===== src/rtl/pipelined_alu.sv =====
// pipelined_alu: multi-cycle execute-stage ALU with valid/ready handshakes.
// Single-cycle ops (add/and/xor/sll/sub/sra) return one cycle after accept;
// mul iterates MUL_BITS multiplier bits per cycle through a shift-add unit.
// Optional macro ALU_MULH_EN turns opcode 111 into signed mulh (upper half
// of the 2*WIDTH product); otherwise 111 is reserved and returns 0.
module pipelined_alu #(
    parameter int unsigned WIDTH    = 32,
    parameter int unsigned MUL_BITS = 4
) (
    input  logic             clk_i,
    input  logic             rst_i,
    input  logic             flush_i,
    input  logic             in_valid_i,
    output logic             in_ready_o,
    input  logic [WIDTH-1:0] op_a_i,
    input  logic [WIDTH-1:0] op_b_i,
    input  logic [2:0]       sel_i,
    output logic             out_valid_o,
    input  logic             out_ready_i,
    output logic [WIDTH-1:0] result_o,
    output logic             busy_o
);

    localparam int unsigned N_ITER = WIDTH / MUL_BITS;
    localparam int unsigned CNT_W  = $clog2(N_ITER + 1);
    localparam int unsigned SHW    = $clog2(WIDTH);
`ifdef ALU_MULH_EN
    localparam int unsigned ACC_W  = 2 * WIDTH;
`else
    localparam int unsigned ACC_W  = WIDTH;
`endif

    localparam logic [2:0] OP_ADD  = 3'b000;
    localparam logic [2:0] OP_AND  = 3'b001;
    localparam logic [2:0] OP_XOR  = 3'b010;
    localparam logic [2:0] OP_SLL  = 3'b011;
    localparam logic [2:0] OP_SUB  = 3'b100;
    localparam logic [2:0] OP_MUL  = 3'b101;
    localparam logic [2:0] OP_SRA  = 3'b110;
`ifdef ALU_MULH_EN
    localparam logic [2:0] OP_MULH = 3'b111;
`endif

    // Reject parameter combinations the iterative multiplier cannot handle
    if (MUL_BITS == 0 || MUL_BITS > WIDTH || (WIDTH % MUL_BITS) != 0) begin : g_bad_mul_bits
        $error("pipelined_alu: MUL_BITS (%0d) must divide WIDTH (%0d)", MUL_BITS, WIDTH);
    end
    if (WIDTH < 8 || (WIDTH & (WIDTH - 1)) != 0) begin : g_bad_width
        $error("pipelined_alu: WIDTH (%0d) must be a power of two >= 8", WIDTH);
    end

    typedef enum logic [1:0] {
        S_IDLE = 2'd0,
        S_MUL  = 2'd1,
        S_DONE = 2'd2
    } state_t;

    state_t             r_state;
    logic [ACC_W-1:0]   r_mcand;
    logic [WIDTH-1:0]   r_mplier;
    logic [ACC_W-1:0]   r_acc;
    logic [CNT_W-1:0]   r_cnt;
    logic [WIDTH-1:0]   r_result;
    logic               r_out_valid;
    logic               r_busy;
`ifdef ALU_MULH_EN
    logic [WIDTH-1:0]   r_op_a;
    logic               r_b_neg;
    logic               r_is_mulh;
`endif

    logic               w_accept;
    logic               w_is_mul;
    logic [SHW-1:0]     w_shamt;
    logic [WIDTH-1:0]   w_alu;
    logic [ACC_W-1:0]   w_mcand_init;
    logic [ACC_W-1:0]   w_pp;
    logic [ACC_W-1:0]   w_acc_next;
    logic [WIDTH-1:0]   w_mul_res;

    // Ready is combinational on out_ready_i so DONE can hand off and accept in one cycle
    assign in_ready_o  = (r_state == S_IDLE) | ((r_state == S_DONE) & out_ready_i);
    assign w_accept    = in_valid_i & in_ready_o & ~flush_i;
    assign w_shamt     = op_b_i[SHW-1:0];

    assign out_valid_o = r_out_valid;
    assign result_o    = r_result;
    assign busy_o      = r_busy;

`ifdef ALU_MULH_EN
    assign w_is_mul     = (sel_i == OP_MUL) | (sel_i == OP_MULH);
    assign w_mcand_init = {{WIDTH{op_a_i[WIDTH-1]}}, op_a_i};
`else
    assign w_is_mul     = (sel_i == OP_MUL);
    assign w_mcand_init = op_a_i;
`endif

    // Single-cycle datapath on the operands being accepted this cycle
    always_comb begin
        w_alu = '0;
        case (sel_i)
            OP_ADD:  w_alu = op_a_i + op_b_i;
            OP_AND:  w_alu = op_a_i & op_b_i;
            OP_XOR:  w_alu = op_a_i ^ op_b_i;
            OP_SLL:  w_alu = op_a_i << w_shamt;
            OP_SUB:  w_alu = op_a_i - op_b_i;
            OP_SRA:  w_alu = WIDTH'($signed(op_a_i) >>> w_shamt);
            default: w_alu = '0;
        endcase
    end

    // One shift-add step: shifted multiplicand times the current multiplier digit
    assign w_pp       = r_mcand * ACC_W'(r_mplier[MUL_BITS-1:0]);
    assign w_acc_next = r_acc + w_pp;

`ifdef ALU_MULH_EN
    logic [ACC_W-1:0] w_acc_fin;
    // Multiplier digits are consumed as unsigned; a negative op_b needs a_sext * 2^WIDTH removed
    assign w_acc_fin = r_b_neg ? (w_acc_next - {r_op_a, {WIDTH{1'b0}}}) : w_acc_next;
    assign w_mul_res = r_is_mulh ? w_acc_fin[ACC_W-1:WIDTH] : w_acc_fin[WIDTH-1:0];
`else
    assign w_mul_res = w_acc_next[WIDTH-1:0];
`endif

    // Control FSM with registered result, valid and busy
    always_ff @(posedge clk_i or posedge rst_i) begin
        if (rst_i) begin
            r_state     <= S_IDLE;
            r_mcand     <= '0;
            r_mplier    <= '0;
            r_acc       <= '0;
            r_cnt       <= '0;
            r_result    <= '0;
            r_out_valid <= 1'b0;
            r_busy      <= 1'b0;
`ifdef ALU_MULH_EN
            r_op_a      <= '0;
            r_b_neg     <= 1'b0;
            r_is_mulh   <= 1'b0;
`endif
        end else if (flush_i) begin
            r_state     <= S_IDLE;
            r_cnt       <= '0;
            r_out_valid <= 1'b0;
            r_busy      <= 1'b0;
        end else begin
            case (r_state)
                S_MUL: begin
                    r_acc    <= w_acc_next;
                    r_mcand  <= r_mcand << MUL_BITS;
                    r_mplier <= r_mplier >> MUL_BITS;
                    r_cnt    <= r_cnt - CNT_W'(1);
                    if (r_cnt == CNT_W'(1)) begin
                        r_state     <= S_DONE;
                        r_result    <= w_mul_res;
                        r_out_valid <= 1'b1;
                        r_busy      <= 1'b0;
                    end
                end
                default: begin
                    if (w_accept) begin
                        if (w_is_mul) begin
                            r_state     <= S_MUL;
                            r_cnt       <= CNT_W'(N_ITER);
                            r_acc       <= '0;
                            r_mcand     <= w_mcand_init;
                            r_mplier    <= op_b_i;
                            r_out_valid <= 1'b0;
                            r_busy      <= 1'b1;
`ifdef ALU_MULH_EN
                            r_op_a      <= op_a_i;
                            r_b_neg     <= op_b_i[WIDTH-1];
                            r_is_mulh   <= (sel_i == OP_MULH);
`endif
                        end else begin
                            r_state     <= S_DONE;
                            r_result    <= w_alu;
                            r_out_valid <= 1'b1;
                        end
                    end else if (r_state == S_DONE && out_ready_i) begin
                        r_state     <= S_IDLE;
                        r_out_valid <= 1'b0;
                    end
                end
            endcase
        end
    end

endmodule


===== config.mk =====
export PLATFORM = sky130hd
export DESIGN_NAME = pipelined_alu
export DESIGN_NICKNAME = d
export VERILOG_FILES = /design/src/rtl/pipelined_alu.sv
export SDC_FILE = /design/constraint.sdc
export NUM_CORES = 1
export LEC_CHECK = 0
export ABC_AREA = 1
export CAP_MARGIN = 30
export CELL_PAD_IN_SITES_DETAIL_PLACEMENT = 1
export CELL_PAD_IN_SITES_GLOBAL_PLACEMENT = 2
export CORE_MARGIN = 10
export CORE_UTILIZATION = 26
export CTS_CLUSTER_SIZE = 14
export DETAILED_ROUTE_END_ITERATION = 8
export PLACE_DENSITY = 0.72
export SLEW_MARGIN = 20
export SYNTH_ARGS = -nofsm -noshare
export SYNTH_HDL_FRONTEND = slang
export SYNTH_SLANG_ARGS = --single-unit

===== constraint.sdc =====
create_clock -name clk_i -period 5.6 [get_ports clk_i]
set_input_delay 1.12 -clock clk_i [delete_from_list [all_inputs] [get_ports clk_i]]
set_output_delay 1.12 -clock clk_i [all_outputs]
set_load 0.1 [all_outputs]

Word level (Yosys, flattened, before mapping) --
Cells that the tools add are included.
Operators by class: add/sub/neg operators 4, $mul 1, equal/unequal tests 12, shift-type cells 2, mux-type cells 35, bitwise logic cells 7, reduce and logical (&&, ||, !) cells 13
Operator list (count):
- 32-bit two-way mux | 13
- 32-bit case mux with 6 select lines | 1
- 32-bit adder | 2
- 32-bit AND | 1
- 32-bit by 4-bit multiplier with 32-bit output | 1
- 32-bit by 5-bit left shift with 32-bit output | 1
- 32-bit by 5-bit >>> shifter with 32-bit output | 1
- 32-bit subtractor | 1
- 32-bit bitwise XOR | 1
- 4-bit two-way mux | 4
- 2-bit two-way mux | 6
- 1-bit two-way mux | 11
- 3-bit == test (second input constant) | 3
- 3-bit by 2-bit == test with 1-bit output (second input constant) | 2
- 3-bit AND reduction | 2
- 3-bit nonzero test | 2
- 4-bit by 1-bit == test with 1-bit output (second input constant) | 1
- 2-bit AND reduction | 2
- 4-bit AND reduction | 1
- 2-bit nonzero test | 2
- 4-bit nonzero test | 1
- 4-bit by 1-bit subtractor with 4-bit output (second input constant) | 1
- 1-bit AND | 3
- 3-bit by 1-bit == test with 1-bit output (second input constant) | 1
- other kinds (10) | 10
Word-level totals: flip-flop bits (word level) 136, input port bits 72, output and inout port bits 35, word-level logic and storage cells 82

Longest topological paths before layout --
Gate-level depths: netlist of run 1.
depth in word-level cells 8, mapped depth 29, mapped depth without buffers 27

Worst setup path before layout of run 1 --
OpenSTA, ideal clock, no wires.
path kind reg-to-reg, from reg r_mplier[3], to reg r_result[19] (netlist: result_o[19]), arrival time 3.902 ns, setup slack 1.577 ns, cell stages (with the launch flop) 24, period minus slack after synthesis 4.023 ns, cell sequence dfrtp_1 clkbuf_1 buf_1 nand2_1 inv_1 fa_1 fa_1 inv_1 fa_1 inv_1 ha_1 inv_1 o21ai_1 nand2_1 nand2_1 nand2_1 nand2_1 nand2_1 nand2_1 nand2_1 nand3_1 nand2_1 a21oi_1 nor2_1
On the way: cells in the longest elaborated chain, start to end 4
Ends and longest elaborated chain:
- start, declared | RTL line 60 | logic [WIDTH-1:0] r_mplier;
- start signal, assigned | RTL line 151 | r_mplier <= r_mplier >> MUL_BITS;
- start signal, assigned | RTL line 167 | r_mplier <= op_b_i;
- 32-bit by 4-bit multiplier with 32-bit output | RTL line 113 | assign w_pp = r_mcand * ACC_W'(r_mplier[MUL_BITS-1:0]);
- 32-bit adder | RTL line 114 | assign w_acc_next = r_acc + w_pp;
- 32-bit two-way mux | RTL line 153 | if (r_cnt == CNT_W'(1)) begin
- 32-bit two-way mux | RTL line 147 | case (r_state)
- end signal, assigned | RTL line 155 | r_result <= w_mul_res;
- end signal, assigned | RTL line 177 | r_result <= w_alu;
- end, declared | RTL line 63 | logic [WIDTH-1:0] r_result;
Every way passes these cells. The select of a mux whose other input is x is not followed. A chain may end at the register's enable or synchronous reset.

Final worst setup path of run 1 --
from reg r_mplier[2], to reg r_result[23] (netlist: result_o[23])
The elaborated chain is that of the path after synthesis.

==> metrics, run 1 <==
via count of the first global-routing pass=21.57k; EDFF count, synth=0; Worst EP required=about 6.0 ns; number of I/O port buffers=106; YS warnings=0; area of the die=~82000 um^2; reg-to-reg critical path startpoint=r_mplier[2]$_DFFE_PP0P_; Setup crit end kind=flip-flop; share of synthesized area occupied by flip-flops and latches=0.1835; met2 layer usage reported by global route=0.3800; number of resized instances in the post-cts repair step=0; Global Route Usage Sum=0.2218; worst-case headroom to the max-slew limit=0.3146; slew of the pin with the lowest slew margin=1.025 ns; residual antenna-violating net count after detailed routing=0; DRC Markers=0; Worst Min Path Start=r_acc[26]$_DFFE_PP0P_; Area contributors post-synth=sky130_fd_sc_hd__nand2_1 (21%), sky130_fd_sc_hd__dfrtp_1 (18%), sky130_fd_sc_hd__inv_1 (9.6%); Register-to-Register Path Depth=18; hold-fix buffer count after cts=0; max frequency=about 0.21 GHz; detailed-placement wirelength estimate=75.46 mm; starting density of the core=0.2624; Cells on Worst Hold Path=2; TritonCTS clock tree=done; clock-pin transition on the worst setup and hold timing paths=about 0.070 ns; setup repair after global routing missed its margin=no; largest net degree at the start of global routing=between 100 and 150; mean area per synthesized cell=6.034 um^2; wire length of the first global-routing pass=137.7 mm; share of the cycle needed by the critical path after routing=0.8549; number of antenna violations at the first check in global routing=0; Boundary Pins=between 100 and 150; Worst Hold End=r_acc[26]$_DFFE_PP0P_; routability cong.=about 0.94; GR Layer Usage met3=0.02149; share of flip-flops with an asynchronous set or reset=1.000; clock root buffer=sky130_fd_sc_hd__clkbuf_16; endpoints failing setup=0; Worst Clk Skew=~0.021 ns; post-CTS setup buffers=0; clock latency of the later-clocked register in the worst-skew pair=about 0.50 ns; Final Hold Vio Count=0; Setup Total Neg Slack=0 ns; cell area after layout=roughly 21000 um^2; Core ar.=around 70000 um^2; overall die width=between 200 and 300 um; Initial DRC Count=between 1k and 1.5k; grt ovf=0; fraction of met1 tracks used by global routing=0.2898; post-detailed-route wirelength per cell=22.55 um; Min-Delay Path Class=flip-flop to flip-flop; Register-to-Register Setup Slack=a little over 0.8 ns; post-detailed-routing wire length=approximately 91 mm; top cell type by total area after synthesis=sky130_fd_sc_hd__nand2_1; type of the worst setup path=flip-flop to flip-flop; routed vias/inst=about 5.0; highest net fanout along the worst path=22; drt pass-1 iters=5; Die Height=about 290 um; Startpoint Class=flip-flop; count of antenna diodes in the layout=0; number of slew-limit violations in the final report=0; final net count=roughly 3.4k; area share of the largest cell type after synthesis=0.2090; clock net sink count=135; global-route layer with the greatest usage=met2; clock buffer count from CTS=17; post-synth design cell area=around 18000 um^2; shortest clock period the worst path allows after layout=4.788 ns; dominant register cell in the synthesized netlist=sky130_fd_sc_hd__dfrtp_1; Area growth, synth to finish=14.72%; fill count=between 9k and 10k; Max clock buf depth=2; Synth cell types=50; worst reg2reg endpoint=result_o[23]$_DFFE_PP0P_; total number of H-tree levels=4; total placed instance area=between 20000 and 25000 um^2; standard-cell row count=97; result of the run=complete, no violations; max-cap violations=0; synthesized net count=~3.3k; flip-flop and latch count after synthesis=roughly 140; multi-input gate area in the final layout=between 10000 and 15000 um^2; data arrival at the endpoint of the critical path=5.19 ns; storage element area=about 3400 um^2; count of mapped cells out of synthesis=around 3.1k; total via count after detailed routing=a little over 20k; share of cells above drive strength 1=0.03883
worst max-delay path by stage:
stage,from,endpoint,depth (start not counted)
5_1_grt,r_mplier[2]$_DFFE_PP0P_,result_o[23]$_DFFE_PP0P_,18
3_3_place_gp,op_b_i[0],result_o[20]$_DFFE_PP0P_,21
2_1_floorplan,rst_i,busy_o$_DFFE_PP0P_,1
3_5_place_dp,op_b_i[0],result_o[20]$_DFFE_PP0P_,21
6_report,r_mplier[2]$_DFFE_PP0P_,result_o[23]$_DFFE_PP0P_,18
4_1_cts,r_mplier[2]$_DFFE_PP0P_,result_o[31]$_DFFE_PP0P_,20
metal layers:
metal  wire [um]  up-vias  part of all wire
li1            -     9765                 -
met1       42330    10180              0.46
met2       43490      399              0.48
met3        3098       91             0.034
met4        2560        0             0.028
met5           0        -                 0
critical path, stage by stage, from the launching register on:
cell	delay (ns)
sky130_fd_sc_hd__dfrtp_1	0.58
sky130_fd_sc_hd__buf_4	0.35
sky130_fd_sc_hd__nand2_1	0.08
sky130_fd_sc_hd__inv_1	0.08
sky130_fd_sc_hd__fa_1	0.44
sky130_fd_sc_hd__fa_1	0.50
sky130_fd_sc_hd__inv_1	0.05
sky130_fd_sc_hd__fa_1	0.47
sky130_fd_sc_hd__inv_1	0.04
sky130_fd_sc_hd__ha_1	0.34
sky130_fd_sc_hd__a21oi_1	0.25
sky130_fd_sc_hd__o21ai_0	0.25
sky130_fd_sc_hd__o21ai_0	0.45
sky130_fd_sc_hd__nand3_1	0.13
sky130_fd_sc_hd__nand2_1	0.08
sky130_fd_sc_hd__nand3_1	0.25
sky130_fd_sc_hd__nand2_1	0.15
sky130_fd_sc_hd__inv_1	0.06
sky130_fd_sc_hd__a21oi_1	0.15
cell type report:
cell class | count | share of cell area
clock inverter | 15 | 0.008474
sequential | 135 | 0.1600
timing repair buffer | 154 | 0.06838
tap | 940 | 0.05570
multi-input combinational | 2311 | 0.6009
inverter | 484 | 0.08640
clock buffer | 17 | 0.02015
kinds of logic after synthesis:
logic type | Yosys count | synth area share
xor+xnor | 37 | 0.01761
simple gates | 1677 | 0.3809
buf+inv | 604 | 0.1279
compound gates | 408 | 0.1260
fa+ha+maj | 189 | 0.1640
flops | 135 | 0.1835
synthesized netlist by cell type (36+ instances only):
library cell,instances
sky130_fd_sc_hd__dfrtp_1,135
sky130_fd_sc_hd__nor2_1,218
sky130_fd_sc_hd__buf_2,36
sky130_fd_sc_hd__ha_1,102
sky130_fd_sc_hd__a31oi_1,39
sky130_fd_sc_hd__nand3_1,333
sky130_fd_sc_hd__fa_1,87
sky130_fd_sc_hd__clkbuf_1,66
sky130_fd_sc_hd__nand2_1,1025
sky130_fd_sc_hd__o21ai_0,137
sky130_fd_sc_hd__inv_1,472
sky130_fd_sc_hd__a21oi_1,141
registers in the layout, summed over array words and instances, names as in the netlist:
register     count
r_acc           32
r_state          1
out_valid_o      1
result_o        32
r_mplier        32
r_cnt            4
r_mcand         32
busy_o           1
metrics by stage:
stage	util	std cells	hold WS [ns]	setup WS [ns]
floorplan	-	3050	0.4483	0.8689
global placement	0.2920	4023	0.4607	0.4779
detailed placement	0.2924	4024	0.4742	0.4918
CTS	0.3010	4056	0.4916	0.7527
global route	0.3010	4056	0.5136	0.4096
finish	0.3010	4056	0.4854	0.8125
cell usage in the layout (no fill, tap or decap), types with 25 or more instances in the layout:
cell type	count
sky130_fd_sc_hd__dfrtp_1	135
sky130_fd_sc_hd__o21ai_0	137
sky130_fd_sc_hd__nor2_1	218
sky130_fd_sc_hd__buf_4	46
sky130_fd_sc_hd__fa_1	87
sky130_fd_sc_hd__clkdlybuf4s50_1	104
sky130_fd_sc_hd__a21oi_1	141
sky130_fd_sc_hd__o211ai_1	25
sky130_fd_sc_hd__nand3_1	333
sky130_fd_sc_hd__inv_1	470
sky130_fd_sc_hd__xor2_1	31
sky130_fd_sc_hd__a31oi_1	39
sky130_fd_sc_hd__nand2_1	1025
sky130_fd_sc_hd__ha_1	102
Power of run 1 is left out: the tool's default activity adds up to more than one toggle a clock period on the data nets, which glitch-free logic cannot reach.
==> inputs of run 2 (changes only) <==
--- a/config.mk
+++ b/config.mk
@@ -10,10 +10,10 @@
 export CELL_PAD_IN_SITES_DETAIL_PLACEMENT = 1
 export CELL_PAD_IN_SITES_GLOBAL_PLACEMENT = 2
 export CORE_MARGIN = 10
-export CORE_UTILIZATION = 26
+export CORE_UTILIZATION = 33
 export CTS_CLUSTER_SIZE = 14
 export DETAILED_ROUTE_END_ITERATION = 8
-export PLACE_DENSITY = 0.72
+export PLACE_DENSITY = 0.87
 export SLEW_MARGIN = 20
 export SYNTH_ARGS = -nofsm -noshare
 export SYNTH_HDL_FRONTEND = slang
==> metrics, run 2 (synthesized netlist as in run 1, its figures left out) <==
TritonCTS clock tree=done; Worst EP required=6.00 ns (about the same); share of the cycle needed by the critical path after routing=0.8614 (+0.006519); fraction of met1 tracks used by global routing=0.3415 (+0.05169); routability cong.=0.9955 (+5.5%); post-detailed-route wirelength per cell=22.56 um (about the same); endpoints failing setup=0 (unchanged); overall die width=256.2 um (-10%); Max clock buf depth=2 (unchanged); clock root buffer=sky130_fd_sc_hd__clkbuf_16; DRC Markers=0 (unchanged); total number of H-tree levels=4 (unchanged); Final Hold Vio Count=0 (unchanged); GR Layer Usage met3=0.03804 (+0.01656); drt pass-1 iters=5 (unchanged); largest net degree at the start of global routing=91 (-30%); max frequency=0.2073 GHz (-0.76%); number of I/O port buffers=106 (unchanged); Core ar.=55200 um^2 (-21%); most common cell after layout, fill and taps aside=sky130_fd_sc_hd__nand2_1; highest net fanout along the worst path=20 (-9.1%); type of the worst setup path=flip-flop to flip-flop; clock latency of the later-clocked register in the worst-skew pair=0.49 ns (about the same); via count of the first global-routing pass=21.64k (+0.33%); Boundary Pins=107 (unchanged); residual antenna-violating net count after detailed routing=0 (unchanged); grt ovf=0 (unchanged); post-CTS setup buffers=0 (unchanged); Startpoint Class=flip-flop; share of cells above drive strength 1=0.03912 (+0.0002833); Min-Delay Path Class=flip-flop to flip-flop; slew of the pin with the lowest slew margin=1.037 ns (+0.01245 ns); data arrival at the endpoint of the critical path=5.23 ns (+0.04 ns); number of slew-limit violations in the final report=0 (unchanged); standard-cell row count=86 (-11%); Global Route Usage Sum=0.2641 (+0.04228); met2 layer usage reported by global route=0.4370 (+0.05708); clock-pin transition on the worst setup and hold timing paths=0.07 ns (about the same); Area growth, synth to finish=13.59%; wire length of the first global-routing pass=133.5 mm (-3.1%); clock buffer count from CTS=17 (unchanged); starting density of the core=0.3334 (+0.07105); detailed-placement wirelength estimate=70.55 mm (-6.5%); routed vias/inst=5.311 (+5.4%); Worst Clk Skew=0.01344 ns (-0.007183 ns); number of antenna violations at the first check in global routing=2 (+2); final net count=3367 (+0.089%); number of resized instances in the post-cts repair step=0 (unchanged); max-cap violations=0 (unchanged); area of the die=65620 um^2 (-20%); Setup crit end kind=flip-flop; post-detailed-routing wire length=87.27 mm (-4.6%); Die Height=256.2 um (-10%); global-route layer with the greatest usage=met2; worst-case headroom to the max-slew limit=0.3063 (-0.008324); hold-fix buffer count after cts=0 (unchanged); fill count=7355 (-20%); total via count after detailed routing=20.54k (+0.53%); clock net sink count=135 (unchanged); Setup Total Neg Slack=0 ns (unchanged); commonest cells after routing, fill and taps aside=sky130_fd_sc_hd__nand2_1 (1025), sky130_fd_sc_hd__inv_1 (470), sky130_fd_sc_hd__nand3_1 (333); shortest clock period the worst path allows after layout=4.824 ns (+0.03650 ns); Initial DRC Count=1473 (+21%); setup repair after global routing missed its margin=no; result of the run=complete, no violations
==> run 2: worst paths after layout <==
check	cells past startpoint	end	from	slack, ns
hold reg to reg	2	r_acc[12]$_DFFE_PP0P_	r_acc[12]$_DFFE_PP0P_	0.49
setup reg to reg	19	result_o[27]$_DFFE_PP0P_	r_mplier[2]$_DFFE_PP0P_	0.78
max in group asynchronous	4	r_mcand[17]$_DFFE_PP0P_	rst_i	3.58
min in group asynchronous	2	r_acc[3]$_DFFE_PP0P_	rst_i	0.98
hold / removal	2	r_acc[12]$_DFFE_PP0P_	r_acc[12]$_DFFE_PP0P_	0.49
setup / recovery	19	result_o[27]$_DFFE_PP0P_	r_mplier[2]$_DFFE_PP0P_	0.78
==> run 2: layout make-up <==
type / count / area, um^2 / share of cell area
Multi-Input combinational cell: 2311 / 12690 / 0.6069
Clock buffer: 19 / 432.9 / 0.02071
Sequential cell: 135 / 3378 / 0.1616
Clock inverter: 13 / 147.6 / 0.007062
Antenna cell: 1 / 2.502 / 0.0001197
Tap cell: 748 / 935.9 / 0.04477
Timing Repair Buffer: 157 / 1499 / 0.07170
Inverter: 484 / 1823 / 0.08720
==> run 2: per-layer routing <==
layer  vias up  wire length, um
met5         -                0
met4         0             3236
met3       110             4380
met2       512            40430
met1     10150            39220
li1       9770                -
==> run 2: worst max-delay path: stages, from the launching register on <==
cell,delay [ns]
sky130_fd_sc_hd__dfrtp_1,0.85
sky130_fd_sc_hd__buf_4,0.33
sky130_fd_sc_hd__nand2_1,0.07
sky130_fd_sc_hd__inv_1,0.08
sky130_fd_sc_hd__fa_1,0.44
sky130_fd_sc_hd__fa_1,0.51
sky130_fd_sc_hd__inv_1,0.05
sky130_fd_sc_hd__fa_1,0.48
sky130_fd_sc_hd__inv_1,0.05
sky130_fd_sc_hd__ha_1,0.37
sky130_fd_sc_hd__nand2_1,0.11
sky130_fd_sc_hd__nor2_1,0.24
sky130_fd_sc_hd__nand2_1,0.12
sky130_fd_sc_hd__nor4_1,0.18
sky130_fd_sc_hd__nand2_1,0.15
sky130_fd_sc_hd__nand3b_1,0.12
sky130_fd_sc_hd__nand3_1,0.23
sky130_fd_sc_hd__nand2_1,0.13
sky130_fd_sc_hd__inv_1,0.08
sky130_fd_sc_hd__a21oi_1,0.15
==> run 2: stage by stage <==
stage	instance area (um^2)	worst slack (ns)	utilization	cells	hold WS [ns]
6_report	20910	0.7760	0.3787	3868	0.4852
5_1_grt	20900	0.4111	0.3787	3867	0.5030
3_5_place_dp	20300	0.5696	0.3677	3834	0.4736
3_3_place_gp	20270	0.5547	0.3672	3833	0.4620
2_1_floorplan	18410	0.8689	-	3050	0.4483
4_1_cts	20880	0.7894	0.3782	3866	0.4903
Power of run 2 is left out for the same reason.
==> inputs of run 3 (changes only) <==
--- a/config.mk
+++ b/config.mk
@@ -14,6 +14,7 @@
 export CTS_CLUSTER_SIZE = 14
 export DETAILED_ROUTE_END_ITERATION = 8
 export PLACE_DENSITY = 0.87
+export REMOVE_ABC_BUFFERS = 1
 export SLEW_MARGIN = 20
 export SYNTH_ARGS = -nofsm -noshare
 export SYNTH_HDL_FRONTEND = slang
==> metrics, run 3 (synthesized netlist as in run 1, its figures left out) <==
wire length of the first global-routing pass=131.5 mm (-1.5%); max frequency=0.1982 GHz (-4.4%); post-detailed-routing wire length=86.80 mm (-0.54%); Final Hold Vio Count=0 (unchanged); via count of the first global-routing pass=22.07k (+2.0%); clock-pin transition on the worst setup and hold timing paths=0.07 ns (about the same); number of slew-limit violations in the final report=0 (unchanged); Critical Path, Cell by Cell=clkdlybuf4s50_1 -> nor3_2 -> nand3_2 -> nor4_2 -> nand2_1 -> o21ai_0 -> xor2_1 -> ha_1 -> nand2_1 -> nor2_1 -> inv_1 -> nor2_1 -> nand3_1 -> nand3_1 -> nand2_1 -> nand3_1 -> nand3_1 -> a21oi_1 -> nor2_1; hold-fix buffer count after cts=0 (unchanged); share of cells above drive strength 1=0.03882 (-0.0002957); DRC Markers=0 (unchanged); data arrival at the endpoint of the critical path=5.43 ns (+0.20 ns); grt ovf=0 (unchanged); Core ar.=55200 um^2 (unchanged); Setup Total Neg Slack=0 ns (unchanged); TritonCTS clock tree=done; result of the run=complete, no violations; worst reg2reg endpoint=result_o[30]$_DFFE_PP0P_; Startpoint Class=input port; overall die width=256.2 um (unchanged); area of the die=65620 um^2 (unchanged); Min-Delay Path Class=flip-flop to flip-flop; Critical Path Max Stage Delay=0.67 ns (-0.18 ns); post-CTS setup buffers=0 (unchanged); most common cell after layout, fill and taps aside=sky130_fd_sc_hd__nand2_1; starting density of the core=0.3334 (unchanged); count of antenna diodes in the layout=0 (-1); worst-case headroom to the max-slew limit=0.3190 (+0.01272); Max stage delay cell, worst path=sky130_fd_sc_hd__clkdlybuf4s50_1; cell area after layout=20920 um^2 (about the same); Global Route Usage Sum=0.2598 (-0.004305); standard-cell row count=86 (unchanged); Max clock buf depth=2 (unchanged); Worst EP required=5.99 ns (about the same); reg-to-reg critical path startpoint=r_mplier[3]$_DFFE_PP0P_; drt pass-1 iters=5 (unchanged); setup repair after global routing missed its margin=no; endpoints failing setup=0 (unchanged); post-route insts no fill=3865 (-0.078%); fill count=7306 (-0.67%); Boundary Pins=107 (unchanged); detailed-placement wirelength estimate=69.62 mm (-1.3%); clock root buffer=sky130_fd_sc_hd__clkbuf_16; clock buffer count from CTS=17 (unchanged); Worst Min Path Start=r_acc[9]$_DFFE_PP0P_; total placed instance area=20280 um^2 (about the same); Register-to-Register Setup Slack=0.81 ns (+0.03 ns); core occupancy in the finished layout=0.3789 (about the same); number of I/O port buffers=106 (unchanged); total number of H-tree levels=4 (unchanged); number of resized instances in the post-cts repair step=0 (unchanged); final net count=3365 (-0.059%); slew of the pin with the lowest slew margin=1.018 ns (-0.01902 ns); type of the worst setup path=input port to flip-flop; total via count after detailed routing=20.83k (+1.4%); residual antenna-violating net count after detailed routing=0 (unchanged); max-cap violations=0 (unchanged); highest net fanout along the worst path=5 (-75%); number of antenna violations at the first check in global routing=2 (unchanged); Initial DRC Count=1233 (-16%); Worst Hold End=r_acc[9]$_DFFE_PP0P_; shortest clock period the worst path allows after layout=5.046 ns (+0.2223 ns); Worst Clk Skew=0.01466 ns (+0.001228 ns); post-placement cell count=3831 (-0.078%); Register-to-Register Path Depth=20 (+1); largest net degree at the start of global routing=83 (-8.8%); Die Height=256.2 um (unchanged); share of the cycle needed by the critical path after routing=0.9011 (+0.03970); commonest cells after routing, fill and taps aside=sky130_fd_sc_hd__nand2_1 (1025), sky130_fd_sc_hd__inv_1 (470), sky130_fd_sc_hd__nand3_1 (333); Worst path most repeated cell=sky130_fd_sc_hd__nand3_1; post-detailed-route wirelength per cell=22.46 um (-0.46%); routed vias/inst=5.390 (+1.5%); Area growth, synth to finish=13.64% (about the same); routability cong.=1.001 (+0.57%); clock latency of the later-clocked register in the worst-skew pair=0.50 ns (about the same); Setup crit end kind=flip-flop; Cells on Worst Hold Path=2 (unchanged); clock net sink count=135 (unchanged)
## run 3: cell count changes in the layout (fill, tap and decap cells not counted), moves of 2 or more
cell / delta
sky130_fd_sc_hd__clkinv_4: -5
sky130_fd_sc_hd__buf_4: -3
sky130_fd_sc_hd__inv_6: +3
sky130_fd_sc_hd__clkinvlp_4: +2
sky130_fd_sc_hd__inv_8: +2
## run 3: layout make-up
cell class	count	area, um^2	share of cell area
multi-input combinational	2311	12690	0.6066
sequential	135	3378	0.1615
clock inverter	14	162.7	0.007777
clock buffer	18	429.2	0.02052
timing repair buffer	155	1499	0.07167
inverter	484	1823	0.08716
tap	748	935.9	0.04475
## run 3: through the flow
| stage | hold slack [ns] | setup slack (ns) |
|---|---|---|
| floorplan | 0.4483 | -1.636 |
| global placement | 0.4615 | 0.2507 |
| detailed placement | 0.4731 | 0.2224 |
| CTS | 0.4910 | 0.7527 |
| global route | 0.5226 | 0.2589 |
| finish | 0.4864 | 0.5537 |
## run 3: worst max-delay path, delay by kind of cell
family,cells,cell delay (ns)
buffers and inverters,2,0.79
xor gates and xnor gates,1,0.10
and+or+nand+nor,13,2.52
adders and majority gates,1,0.40
AOI/OAI and AO/OA,2,0.49
## run 3: worst max path at each step
stage / slack, ns / end / depth (start not counted) / start
finish: 0.55 / result_o[21]$_DFFE_PP0P_ / 19 / op_b_i[7]
detailed placement: 0.22 / result_o[21]$_DFFE_PP0P_ / 19 / op_b_i[7]
floorplan: -1.64 / r_mplier[28]$_DFFE_PP0P_ / 7 / out_valid_o$_DFFE_PP0P_
CTS: 0.75 / result_o[21]$_DFFE_PP0P_ / 19 / op_b_i[7]
global route: 0.26 / result_o[21]$_DFFE_PP0P_ / 22 / op_b_i[0]
global placement: 0.25 / result_o[30]$_DFFE_PP0P_ / 19 / op_b_i[20]
## run 3: per-layer routing
metal | track usage | routed length, um | part of all wire
met1 | 0.3097 | 36660 | 0.42
met2 | 0.4542 | 42410 | 0.49
met3 | 0.03055 | 3310 | 0.038
met4 | 0.1294 | 4410 | 0.051
met5 | 0 | 12 | 0.00014
Power of run 3 is left out for the same reason.
